**src/rtl/pulse_stretch_pkg.sv**
```systemverilog
// rtl/pulse_stretch_pkg.sv - shared state encoding and counter sizing for pulse_stretch
package pulse_stretch_pkg;

   // Channel state; the encoding is fixed so it stays stable across builds.
   typedef enum logic [1:0] {
      IDLE    = 2'd0,
      ACTIVE  = 2'd1,
      HOLDOFF = 2'd2
   } ps_state_t;

   // The tick counter must hold the larger of the active and hold-off lengths.
   function automatic int ps_cnt_w(input int length, input int holdoff);
      int longest;
      longest = (length > holdoff) ? length : holdoff;
      return (longest > 0) ? $clog2(longest + 1) : 1;
   endfunction

endpackage

```
**src/rtl/pulse_stretch_chan.sv**
```systemverilog
// rtl/pulse_stretch_chan.sv - one channel: edge detect, IDLE/ACTIVE/HOLDOFF FSM, tick counter (PULSE_STRETCH_RETRIGGER_EN selects retrigger)
module pulse_stretch_chan
   import pulse_stretch_pkg::*;
#(
   parameter int LEN_TICKS  = 20,
   parameter int HOLD_TICKS = 4,
   parameter int CNT_W      = 5
) (
   input  logic clk,
   input  logic reset_n,
   input  logic in,
   input  logic tick,
   output logic out,
   output logic busy
);

   localparam logic [CNT_W-1:0] LEN_C  = CNT_W'(LEN_TICKS);
   localparam logic [CNT_W-1:0] HOLD_C = CNT_W'(HOLD_TICKS);
   localparam logic [CNT_W-1:0] ONE_C  = CNT_W'(1);

   ps_state_t        state;
   ps_state_t        state_n;
   logic [CNT_W-1:0] cnt;
   logic [CNT_W-1:0] cnt_n;
   logic             in_d;
   logic             rise;

   assign rise = in & ~in_d;

   // State, counter, edge-detect history and registered outputs.
   always_ff @(posedge clk or negedge reset_n) begin
      if (!reset_n) begin
         state <= IDLE;
         cnt   <= '0;
         in_d  <= 1'b0;
         out   <= 1'b0;
         busy  <= 1'b0;
      end else begin
         state <= state_n;
         cnt   <= cnt_n;
         in_d  <= in;
         out   <= (state_n == ACTIVE);
         busy  <= (state_n != IDLE);
      end
   end

   // Next state and counter; a tick coincident with entry to ACTIVE is not counted.
   always_comb begin
      state_n = state;
      cnt_n   = cnt;
      case (state)
         IDLE: begin
            if (rise) begin
               state_n = ACTIVE;
               cnt_n   = LEN_C;
            end
         end
         ACTIVE: begin
`ifdef PULSE_STRETCH_RETRIGGER_EN
            if (rise) begin
               cnt_n = LEN_C;
            end else
`endif
            if (tick) begin
               if (cnt > ONE_C) begin
                  cnt_n = cnt - ONE_C;
               end else if (HOLD_TICKS == 0) begin
                  state_n = IDLE;
                  cnt_n   = '0;
               end else begin
                  state_n = HOLDOFF;
                  cnt_n   = HOLD_C;
               end
            end
         end
         HOLDOFF: begin
            // Rises here are dropped on purpose; nothing is queued.
            if (tick) begin
               if (cnt > ONE_C) begin
                  cnt_n = cnt - ONE_C;
               end else begin
                  state_n = IDLE;
                  cnt_n   = '0;
               end
            end
         end
         default: begin
            state_n = IDLE;
            cnt_n   = '0;
         end
      endcase
   end

endmodule

```
**src/rtl/pulse_stretch.sv**
```systemverilog
// rtl/pulse_stretch.sv - multi-channel pulse stretcher with shared prescaler (option: PULSE_STRETCH_RETRIGGER_EN)
module pulse_stretch #(
   parameter int width    = 1,
   parameter int PRESCALE = 50000,
   parameter int LENGTH   = 20,
   parameter int HOLDOFF  = 4
) (
   input  logic             clk,
   input  logic             reset_n,
   input  logic [width:1]   in,
   output logic [width:1]   out,
   output logic [width:1]   busy
);

   import pulse_stretch_pkg::*;

   localparam int CNT_W = ps_cnt_w(LENGTH, HOLDOFF);
   localparam int PS_W  = (PRESCALE > 1) ? $clog2(PRESCALE) : 1;
   localparam logic [PS_W-1:0] PS_LAST = PS_W'(PRESCALE - 1);

   logic [PS_W-1:0] ps_cnt;
   logic            tick;

   // With PRESCALE=1 the counter sits at 0 and tick is high every cycle.
   assign tick = (ps_cnt == PS_LAST);

   // Free-running prescaler shared by every channel.
   always_ff @(posedge clk or negedge reset_n) begin
      if (!reset_n) begin
         ps_cnt <= '0;
      end else if (tick) begin
         ps_cnt <= '0;
      end else begin
         ps_cnt <= ps_cnt + PS_W'(1);
      end
   end

   for (genvar i = 1; i <= width; i++) begin : g_chan
      pulse_stretch_chan #(
         .LEN_TICKS  (LENGTH),
         .HOLD_TICKS (HOLDOFF),
         .CNT_W      (CNT_W)
      ) u_chan (
         .clk     (clk),
         .reset_n (reset_n),
         .in      (in[i]),
         .tick    (tick),
         .out     (out[i]),
         .busy    (busy[i])
      );
   end

endmodule

```
**config.mk**
```make
export PLATFORM = sky130hd
export DESIGN_NAME = pulse_stretch
export DESIGN_NICKNAME = d
export VERILOG_FILES = /design/src/rtl/pulse_stretch_pkg.sv /design/src/rtl/pulse_stretch_chan.sv /design/src/rtl/pulse_stretch.sv
export SDC_FILE = /design/constraint.sdc
export NUM_CORES = 1
export LEC_CHECK = 0
export ABC_AREA = 0
export CAP_MARGIN = 20
export CORE_MARGIN = 5
export CORE_UTILIZATION = 50
export DETAILED_ROUTE_END_ITERATION = 16
export GPL_TIMING_DRIVEN = 0
export MAX_ROUTING_LAYER = met4
export PLACE_DENSITY = 0.77
export SLEW_MARGIN = 20
export SYNTH_ARGS = -nofsm -noshare
export SYNTH_HDL_FRONTEND = slang
export SYNTH_SLANG_ARGS = --single-unit
```
**constraint.sdc**
```tcl
create_clock -name clk -period 3.45 [get_ports clk]
set_clock_uncertainty 0.15 [all_clocks]
set_input_delay 0.345 -clock clk [delete_from_list [all_inputs] [get_ports clk]]
set_output_delay 0.345 -clock clk [all_outputs]
set_load 0.05 [all_outputs]
```
==> results summary, run 1 <==
The most used standard cell by instance count after synthesis is sky130_fd_sc_hd__dfrtp_1. In this run the most critical hold path is launched from in. The cell area after synthesis is about 0.0014 mm². The area fraction in compound gates after synthesis is 0.0999. The routability-driven placement congestion ratio came out at about 0.87. Measured along the y axis, the die boundary spans roughly 63 µm.

The worst-case setup margin in the final layout came out at roughly 1500 ps. 5 I/O pins were placed. Registers take ~650 µm². The gate count of the mapped netlist came out at 141.

The finished layout holds between 150 and 200 standard cells, fillers aside. Data on the critical path is required at its endpoint by around 3000 ps. By count the netlist is led by sky130_fd_sc_hd__dfrtp_1 (26), sky130_fd_sc_hd__nor2_1 (19), sky130_fd_sc_hd__nand3_1 (9), sky130_fd_sc_hd__xnor2_1 (9). The count of standard-cell rows came out at 19. The number of nets in the synthesized netlist is 147. The initial antenna violation count is 0.

The net total in the final layout came out at 157. The area after detailed placement came out at roughly 0.0015 mm². The total track usage is 0.150. The clock sink total is 26. The number of synthesized flops with an enable pin is 0. After synthesis, the largest family of logic cells by area is simple AND/OR/NAND/NOR gates. The part of the Yosys area used for sequential elements came out at 0.464. STA puts the critical path data arrival time at around 1500 ps. STA classifies the critical path endpoint as a primary output. The clock period could shrink to ~2000 ps. Ranked by total cell area, the synthesized netlist is headed by sky130_fd_sc_hd__dfrtp_1 (46%), sky130_fd_sc_hd__xnor2_1 (5.6%), sky130_fd_sc_hd__nor2_1 (5.1%). The final-report max-slew violation count is 0. The highest achievable clock rate came out at ~0.5 GHz.

For this block, the routed nets add up to ~2600 µm of wire. The initial utilization of the core area, before any placement, comes to 0.513. The logic depth of the worst register-to-register path is 6. The adder and majority cell fraction of the synthesized area is 0.0268.

The worst reg-to-reg setup slack came out at 1590 ps. The final worst-path cycle share is 0.570. The kind of cell adding the most delay to the critical path is buffers and inverters. The maximum vdd drop is roughly 0.27 mV.

TritonCTS built the clock tree. For the final routed database, the setup TNS stands at 0 ps. The placed wire-length estimate after detailed placement came out at between 1500 and 2000 µm.

The max-cap check violation count is 0. In this run the deepest clock path goes through 2 buffers. Of the cells placed in the final design, the portion with a size suffix greater than 1 is 0.107.

The first-pass GRT wire length came out at around 4700 µm. The startpoint identified for the worst register-to-register timing path is ps_cnt[0]. The signal on the critical path passes through clkdlybuf4s50_1. The leftover overflow at the end of global routing came out at 0. Setup violations remaining at the end of the flow were counted as 0.

The number of storage elements in the synthesis netlist is 26. The netlist uses 40 different library cells. The routed layout has approximately 1100 vias. The filler cell count in the final layout is 249. The library cell used as clock root buffer is sky130_fd_sc_hd__clkbuf_4.

The critical path is of the flip-flop to primary output type. The leakage dissipation came out at 0.632 nW. Port buffering added 4 buffers. The finished layout cell area came out at about 0.0015 mm². The synthesized-area fraction occupied by xor and xnor cells is 0.0937. The terminating pin of the worst hold path is g_chan[1].u_chan.in_d. The area share of the largest cell type after synthesis is 0.464. Summing all multi-input logic gate instances after layout gives a little under 700 µm². Counting tap cells, the placed design contains a total of about 180 instances. The clock latency on the worst-skew pair is 330 ps. The H-tree depth came out at 1.

Headroom to the max-slew limit came out at 0.623. In this run the remaining antenna-violating nets after routing total 0. For this run, the slowest stage of the critical path takes roughly 790 ps. The run finished with clean final reports. STA classifies the critical path startpoint as a flip-flop. For this run, design rule violations remaining after detail routing come to 0. The number of cells on the worst hold path is 1.

The area growth from synthesis to layout is 8.56%. Setup repair after global routing left no endpoint under its margin. The total die area is slightly below 0.004 mm².

The die is 63.0 µm wide. Yosys printed 0 warnings. After the first detailed-routing iteration, the DRC count stood at between 40 and 50. The share of synthesized flip-flops with an asynchronous set or reset is 1.00. In this run the post-CTS setup repair buffer count came out at 0. The post-synthesis average cell area is a little under 10 µm². The slowest stage of the critical path belongs to the cell sky130_fd_sc_hd__clkdlybuf4s50_1. In this run the worst path has a maximum fanout of 1. The number of CTS-inserted buffers came out at 3. After synthesis, the share of cell area in mux cells is 0. The basic-gate share of the synthesized area counting and, or, nand and nor cells is 0.269. The power density normalized to cell area is between 300 and 400 mW/mm². The leading register cell type out of synthesis is sky130_fd_sc_hd__dfrtp_1. The core region area came out at roughly 0.0027 mm².

The number of hold violations in the final report is 0. The pre-antenna-repair detailed-routing pass consisted of 4 iterations. At the placement stage, the worst setup path has a slack of approximately 1500 ps. The path category of the worst min-delay check is primary input to flip-flop.

Entering global routing, the biggest net connects 27 pins. The number of global-route vias before repair is 1096. The number of diodes came out at 0. The clock transition at the registers of the reported paths is around 150 ps. The wire length per cell after detailed routing came out at ~14 µm. Counting both buffers and inverters, the worst setup path holds a total of 1.

The final cell utilization of the core is 0.557. The via count normalized by instance count came out at slightly below 6. The biggest area contributor in the post-synthesis netlist is sky130_fd_sc_hd__dfrtp_1. The endpoint of the lowest-slack register-to-register path is g_chan[1].u_chan.cnt[2]. The slew at the pin closest to its max-slew limit is around 570 ps.
-- per-layer routing --
metal  vias to the layer above  part of all wire  wire length (µm)  track usage
met4                         0             0.016                40       0.0424
met5                         -                 0                 0            -
met1                       529              0.45              1150        0.175
li1                        523                 -                 -            -
met3                         6             0.040               104       0.0504
met2                        20              0.50              1280        0.244
-- per-stage QoR --
stage / hold slack (ps) / total power, mW
finish: 315 / 0.474
floorplan: -101 / 0.312
global placement: 323 / 0.320
CTS: 307 / 0.478
global route: 292 / 0.496
detailed placement: 338 / 0.321
-- worst max-delay path by stage --
stage / start / end / slack (ps) / cells past startpoint
global route: g_chan[1].u_chan.busy / busy / 1400 / 1
floorplan: ps_cnt[0] / g_chan[1].u_chan.cnt[2] / 1720 / 6
global placement: in / g_chan[1].u_chan.cnt[4] / 1530 / 5
finish: g_chan[1].u_chan.busy / busy / 1480 / 1
CTS: g_chan[1].u_chan.busy / busy / 1460 / 1
detailed placement: in / g_chan[1].u_chan.cnt[4] / 1540 / 5
-- repair_timing --
item,in CTS,in global routing
endpoints found under the setup margin,0,0
resized for setup,0,0
hold buffers,0,1
hold endpoints to repair,0,26
-- kinds of logic after synthesis --
| kind of cell | after synthesis |
|---|---|
| and+or+nand+nor | 67 |
| xor gates and xnor gates | 15 |
| AOI/OAI and AO/OA | 18 |
| DFF | 26 |
| adders and majority gates | 3 |
| buffers and inverters | 12 |
-- where the power goes --
part / total (mW) / switching, mW / internal, mW
logic: 0.00910 / 0.00650 / 0.00260
registers: 0.306 / 0.000152 / 0.305
clock network: 0.159 / 0.0944 / 0.0646
total: 0.474 / 0.101 / 0.373
-- layout make-up --
type                       count  share of cell area
multi-input combinational    103               0.450
sequential                    26               0.427
timing repair buffer           5              0.0296
buffer                         5              0.0263
tap                           31              0.0255
clock buffer                   4              0.0238
inverter                       7              0.0173
-- registers in the layout, summed over array words and instances, names as in the netlist --
register and cells:
g_chan.u_chan.in_d 1, g_chan.u_chan.state 2, g_chan.u_chan.cnt 5, g_chan.u_chan.busy 1, g_chan.u_chan.out 1, ps_cnt 16
-- layout by cell type, fill, tap and decap left out, types with 2 or more instances in the layout --
| cell type | Yosys | layout |
|---|---|---|
| sky130_fd_sc_hd__nor4_1 | 2 | 2 |
| sky130_fd_sc_hd__clkdlybuf4s50_1 | 0 | 3 |
| sky130_fd_sc_hd__clkbuf_4 | 0 | 3 |
| sky130_fd_sc_hd__nor4b_2 | 2 | 2 |
| sky130_fd_sc_hd__nor3_1 | 8 | 8 |
| sky130_fd_sc_hd__dfrtp_1 | 26 | 26 |
| sky130_fd_sc_hd__a22o_1 | 4 | 4 |
| sky130_fd_sc_hd__and4_1 | 2 | 2 |
| sky130_fd_sc_hd__nand4_1 | 5 | 5 |
| sky130_fd_sc_hd__ha_1 | 3 | 3 |
| sky130_fd_sc_hd__o21ai_0 | 2 | 2 |
| sky130_fd_sc_hd__nand3_1 | 9 | 9 |
| sky130_fd_sc_hd__buf_2 | 2 | 3 |
| sky130_fd_sc_hd__xnor2_1 | 9 | 9 |
| sky130_fd_sc_hd__nand2_1 | 8 | 8 |
| sky130_fd_sc_hd__nor2_1 | 19 | 19 |
| sky130_fd_sc_hd__xor2_1 | 6 | 6 |
| sky130_fd_sc_hd__inv_1 | 7 | 7 |
| sky130_fd_sc_hd__o221ai_1 | 2 | 2 |
| sky130_fd_sc_hd__o21ai_1 | 2 | 2 |
| sky130_fd_sc_hd__buf_6 | 2 | 2 |
No activity file was read; power rests on OpenSTA's default activity.
==> run 2, diff against run 1 <==
clock period = 2 ns   (was 3.45 ns; I/O delays follow)
==> results of run 2 <==
The final DEF is identical to that of run 1. Status: completed.
Among the figures that moved: setup slack after placement 1540 ps -> 142 ps; setup slack after layout 1480 ps -> 138 ps; hold slack 315 ps -> 170 ps; start point of the critical path g_chan[1].u_chan.busy -> ps_cnt[0]; end point of the critical path busy -> g_chan[1].u_chan.cnt[2]; register-to-register setup slack 1590 ps -> 140 ps; total power 0.474 mW -> 0.817 mW; worst IR drop on VDD 0.271 mV -> 0.468 mV
==> run 3, diff against run 2 <==
CORE_UTILIZATION = 47   (was 50)
PLACE_DENSITY = 0.67   (was 0.77)
==> run 3 against run 2 <==
- sequential cell count stayed put
- count of clock-buffer cells in the layout did not move
- clock power fell by 3%
- highest routed layer unchanged
- die area grew 5.4%
- critical path depth unchanged
- non-clock buffer count unchanged
- worst setup slack gained 11 ps
==> results summary, run 3 (synthesized netlist as in run 1, its figures left out) <==
The number of diodes was 0 (unchanged). The number of CTS-inserted buffers is 3 (unchanged). The final count of negative-setup-slack endpoints is 0 (unchanged). The critical path goes through ha_1 > and4_1 > and4_1 > buf_4 > buf_6 > a311oi_2. The data arrival at the endpoint of the critical path is just under 2000 ps. The most common cell after layout, fill and taps aside is sky130_fd_sc_hd__dfrtp_1.

In this run the clock root is driven by a sky130_fd_sc_hd__clkbuf_4. The largest net degree at the start of global routing was 27 (unchanged). Dividing the final minimum period by the clock period gives 0.926. The placed wire-length estimate after detailed placement is 1910 µm (+2.5%). The maximum vdd drop is roughly 0.36 mV. The kind of cell adding the most delay to the critical path is flip-flops.

The flip-flop count of the largest register, all copies and words added came out at 16 (unchanged). The sequential group share of total power came out at 0.651 (+0.006). The worst setup path is of the flip-flop to flip-flop kind. The number of cells in the finished layout apart from fillers came out at 181 (unchanged). The number of buffers inserted by port buffering is 4 (unchanged). In the final layout, the registers with the most flip-flops are ps_cnt x16, g_chan.u_chan.cnt x5, g_chan.u_chan.state x2. Setup repair after global routing left no endpoint under its margin. The highest fanout seen on the critical path is 10. The net switching power figure came out at approximately 170 µW. The wire length per cell after detailed routing came to 14.0 µm (-1.4%). The path with the worst hold slack has its endpoint at g_chan[1].u_chan.in_d. The power density normalized to cell area came out at roughly 530 mW/mm². After detailed routing, no signal wire sits above met4. The logic depth of the worst register-to-register path came to 6 (unchanged). The run finished with clean final reports.

The routed wire length on met3 is 48 µm (-54%). The TritonCTS clock tree is built. Counting flops per register, the top entry is ps_cnt. The routed length on met2 came out at 1230 µm (-4.1%).

At the worst endpoint, the required time is roughly 2100 ps. The number of hold violations in the final report is 0 (unchanged). The proportion of layout cells with a drive suffix above 1 came out at 0.113 (+0.00667).

On the critical path, the stage with the largest delay is an instance of sky130_fd_sc_hd__dfrtp_1. The total track usage is 0.141 (-0.00840). The number of I/O pins is 5 (unchanged). The overall via count from detail_route is 1040 (-3.5%). The setup check on the worst reg-to-reg path leaves a slack of 150 ps. The total die area came to 0.00418 mm² (+5.4%). In the layout the commonest cells are sky130_fd_sc_hd__dfrtp_1 (26), sky130_fd_sc_hd__nor2_1 (19), sky130_fd_sc_hd__nand3_1 (9), sky130_fd_sc_hd__xnor2_1 (9).

The startpoint identified for the worst hold timing path is in. The number of iterations in the first detailed-routing pass is 4 (unchanged). The worst setup path is launched from a flip-flop. The worst hold path belongs to the class primary input to flip-flop. The final-report max-slew violation count came out at 0 (unchanged). Hold timing on the final database bottoms out at a slack of between 150 and 200 ps. The core region area came out at 0.00281 mm² (+2.6%). In this run the critical register-to-register path is captured at g_chan[1].u_chan.cnt[2]. The clock group share of total power came out at 0.330 (-0.006). The total detailed-routing wirelength is 2540 µm (-1.4%). The via count normalized by instance count is 5.75 (-3.5%).

The worst register-to-register path begins at ps_cnt[0]. The critical path starts at ps_cnt[0]. The initial standard-cell utilization of the core is 0.500 (-0.0130). The cell internal power dissipation is between 600 and 700 µW. The initial antenna violation count is 0 (unchanged). The slew at the pin closest to its max-slew limit came to 558 ps (-8.10 ps). The clock transition at the registers of the reported paths is 140 ps (about the same). The die height came out at 64.6 µm (+2.6%). The net total in the final layout is 157 (unchanged). The H-tree depth is 1 (unchanged). The aggregate negative setup slack is 0 ps (unchanged). The routability-driven placement congestion ratio is 0.897 (+3.7%). The cell that appears most often on the critical path is sky130_fd_sc_hd__and4_1. The worst relative slew slack is 0.628 (+0.00540). The DRC violation total after the first TritonRoute iteration is 35 (-22%). The combinational power share came out at 0.019 (about the same). The filler cell count in the final layout is 262 (+5.2%). The placed instance count is 176 (unchanged).

The maximum buffer depth of the clock tree is 2 (unchanged). The clock latency on the worst-skew pair came out at 320 ps (about the same). The final cell utilization of the core came to 0.545 (-0.0119). The clock sink total came out at 26 (unchanged). STA classifies the critical path endpoint as a flip-flop. The max-cap check violation count came out at 0 (unchanged). Counting I/O delays and the setup requirement, the final critical path takes around 1900 ps. The area growth from synthesis to layout is 9.01%. The leftover overflow at the end of global routing was 0 (unchanged). The x dimension of the die is 64.6 µm (+2.6%). The first-pass GRT wire length is 4570 µm (-3.5%). Of the total power, the share spent switching nets is 0.207. The number of cells on the worst hold path came out at 1 (unchanged).

The number of design rule violations left after detail routing was 0 (unchanged). Together, buffers and inverters on the worst path number 2. The power after layout is between 800 and 900 µW. The leakage dissipation is 0.634 nW (+0.26%).

The count of standard-cell rows is 19 (unchanged). The number of global-route vias before repair is 1017 (-7.2%). The highest achievable clock rate is approximately 0.54 GHz.

The total routed wire length on the met1 layer was 1210 µm (+5.2%). In this design, the stage delay of the slowest critical-path cell is approximately 440 ps. The remaining number of nets flagged by the antenna check after routing is 0 (unchanged).
==> run 3: cell types whose count changed in the layout (fill, tap and decap cells not counted) <==
cell	delta
sky130_fd_sc_hd__a311oi_1	-1
sky130_fd_sc_hd__a311oi_2	+1
==> run 3: per-stage QoR <==
stage | instance area, µm² | setup WS (ps)
detailed placement | 1480 | 122
CTS | 1520 | 94.6
global route | 1530 | 56.4
global placement | 1480 | 174
floorplan | 1400 | 269
finish | 1530 | 148
==> run 3: power groups by stage <==
stage	Sequential [mW]	Combinational [mW]	Clock [mW]
floorplan	0.537	0.00149	0
global placement	0.537	0.0159	0
detailed placement	0.537	0.0153	0
CTS	0.527	0.0167	0.273
global route	0.527	0.0187	0.305
finish	0.527	0.0155	0.267
==> run 3: area by class of cell <==
| cell class | instances | area (µm²) | share of cell area |
|---|---|---|---|
| multi-input cells | 103 | 692 | 0.453 |
| flip-flops and latches | 26 | 651 | 0.426 |
| repair buffers | 5 | 45.0 | 0.0295 |
| plain buffers | 5 | 40.0 | 0.0262 |
| well taps | 31 | 38.8 | 0.0254 |
| clock buffers | 4 | 36.3 | 0.0237 |
| inverters | 7 | 26.3 | 0.0172 |
==> run 3: routing by layer <==
metal  GRT usage  up-vias
met5           -        -
met4      0.0475        0
met3      0.0207        6
met2       0.231       10
met1       0.181      503
li1            -      521
==> run 3: what timing repair did <==
action,4_1_cts,5_1_grt
hold buffers,1,0
hold endpoints to repair,26,0
setup buffers,0,0
gates resized for setup,0,1
endpoints found under the setup margin,0,1
==> run 3: worst max path at each step <==
| stage | endpoint | slack [ps] | cells past startpoint |
|---|---|---|---|
| after global placement | g_chan[1].u_chan.cnt[2] | 170 | 6 |
| final | g_chan[1].u_chan.cnt[2] | 150 | 6 |
| after detailed placement | g_chan[1].u_chan.cnt[2] | 120 | 6 |
| after floorplan | g_chan[1].u_chan.cnt[2] | 270 | 6 |
| after CTS | g_chan[1].u_chan.cnt[2] | 90 | 6 |
| after global routing | g_chan[1].u_chan.cnt[4] | 60 | 5 |
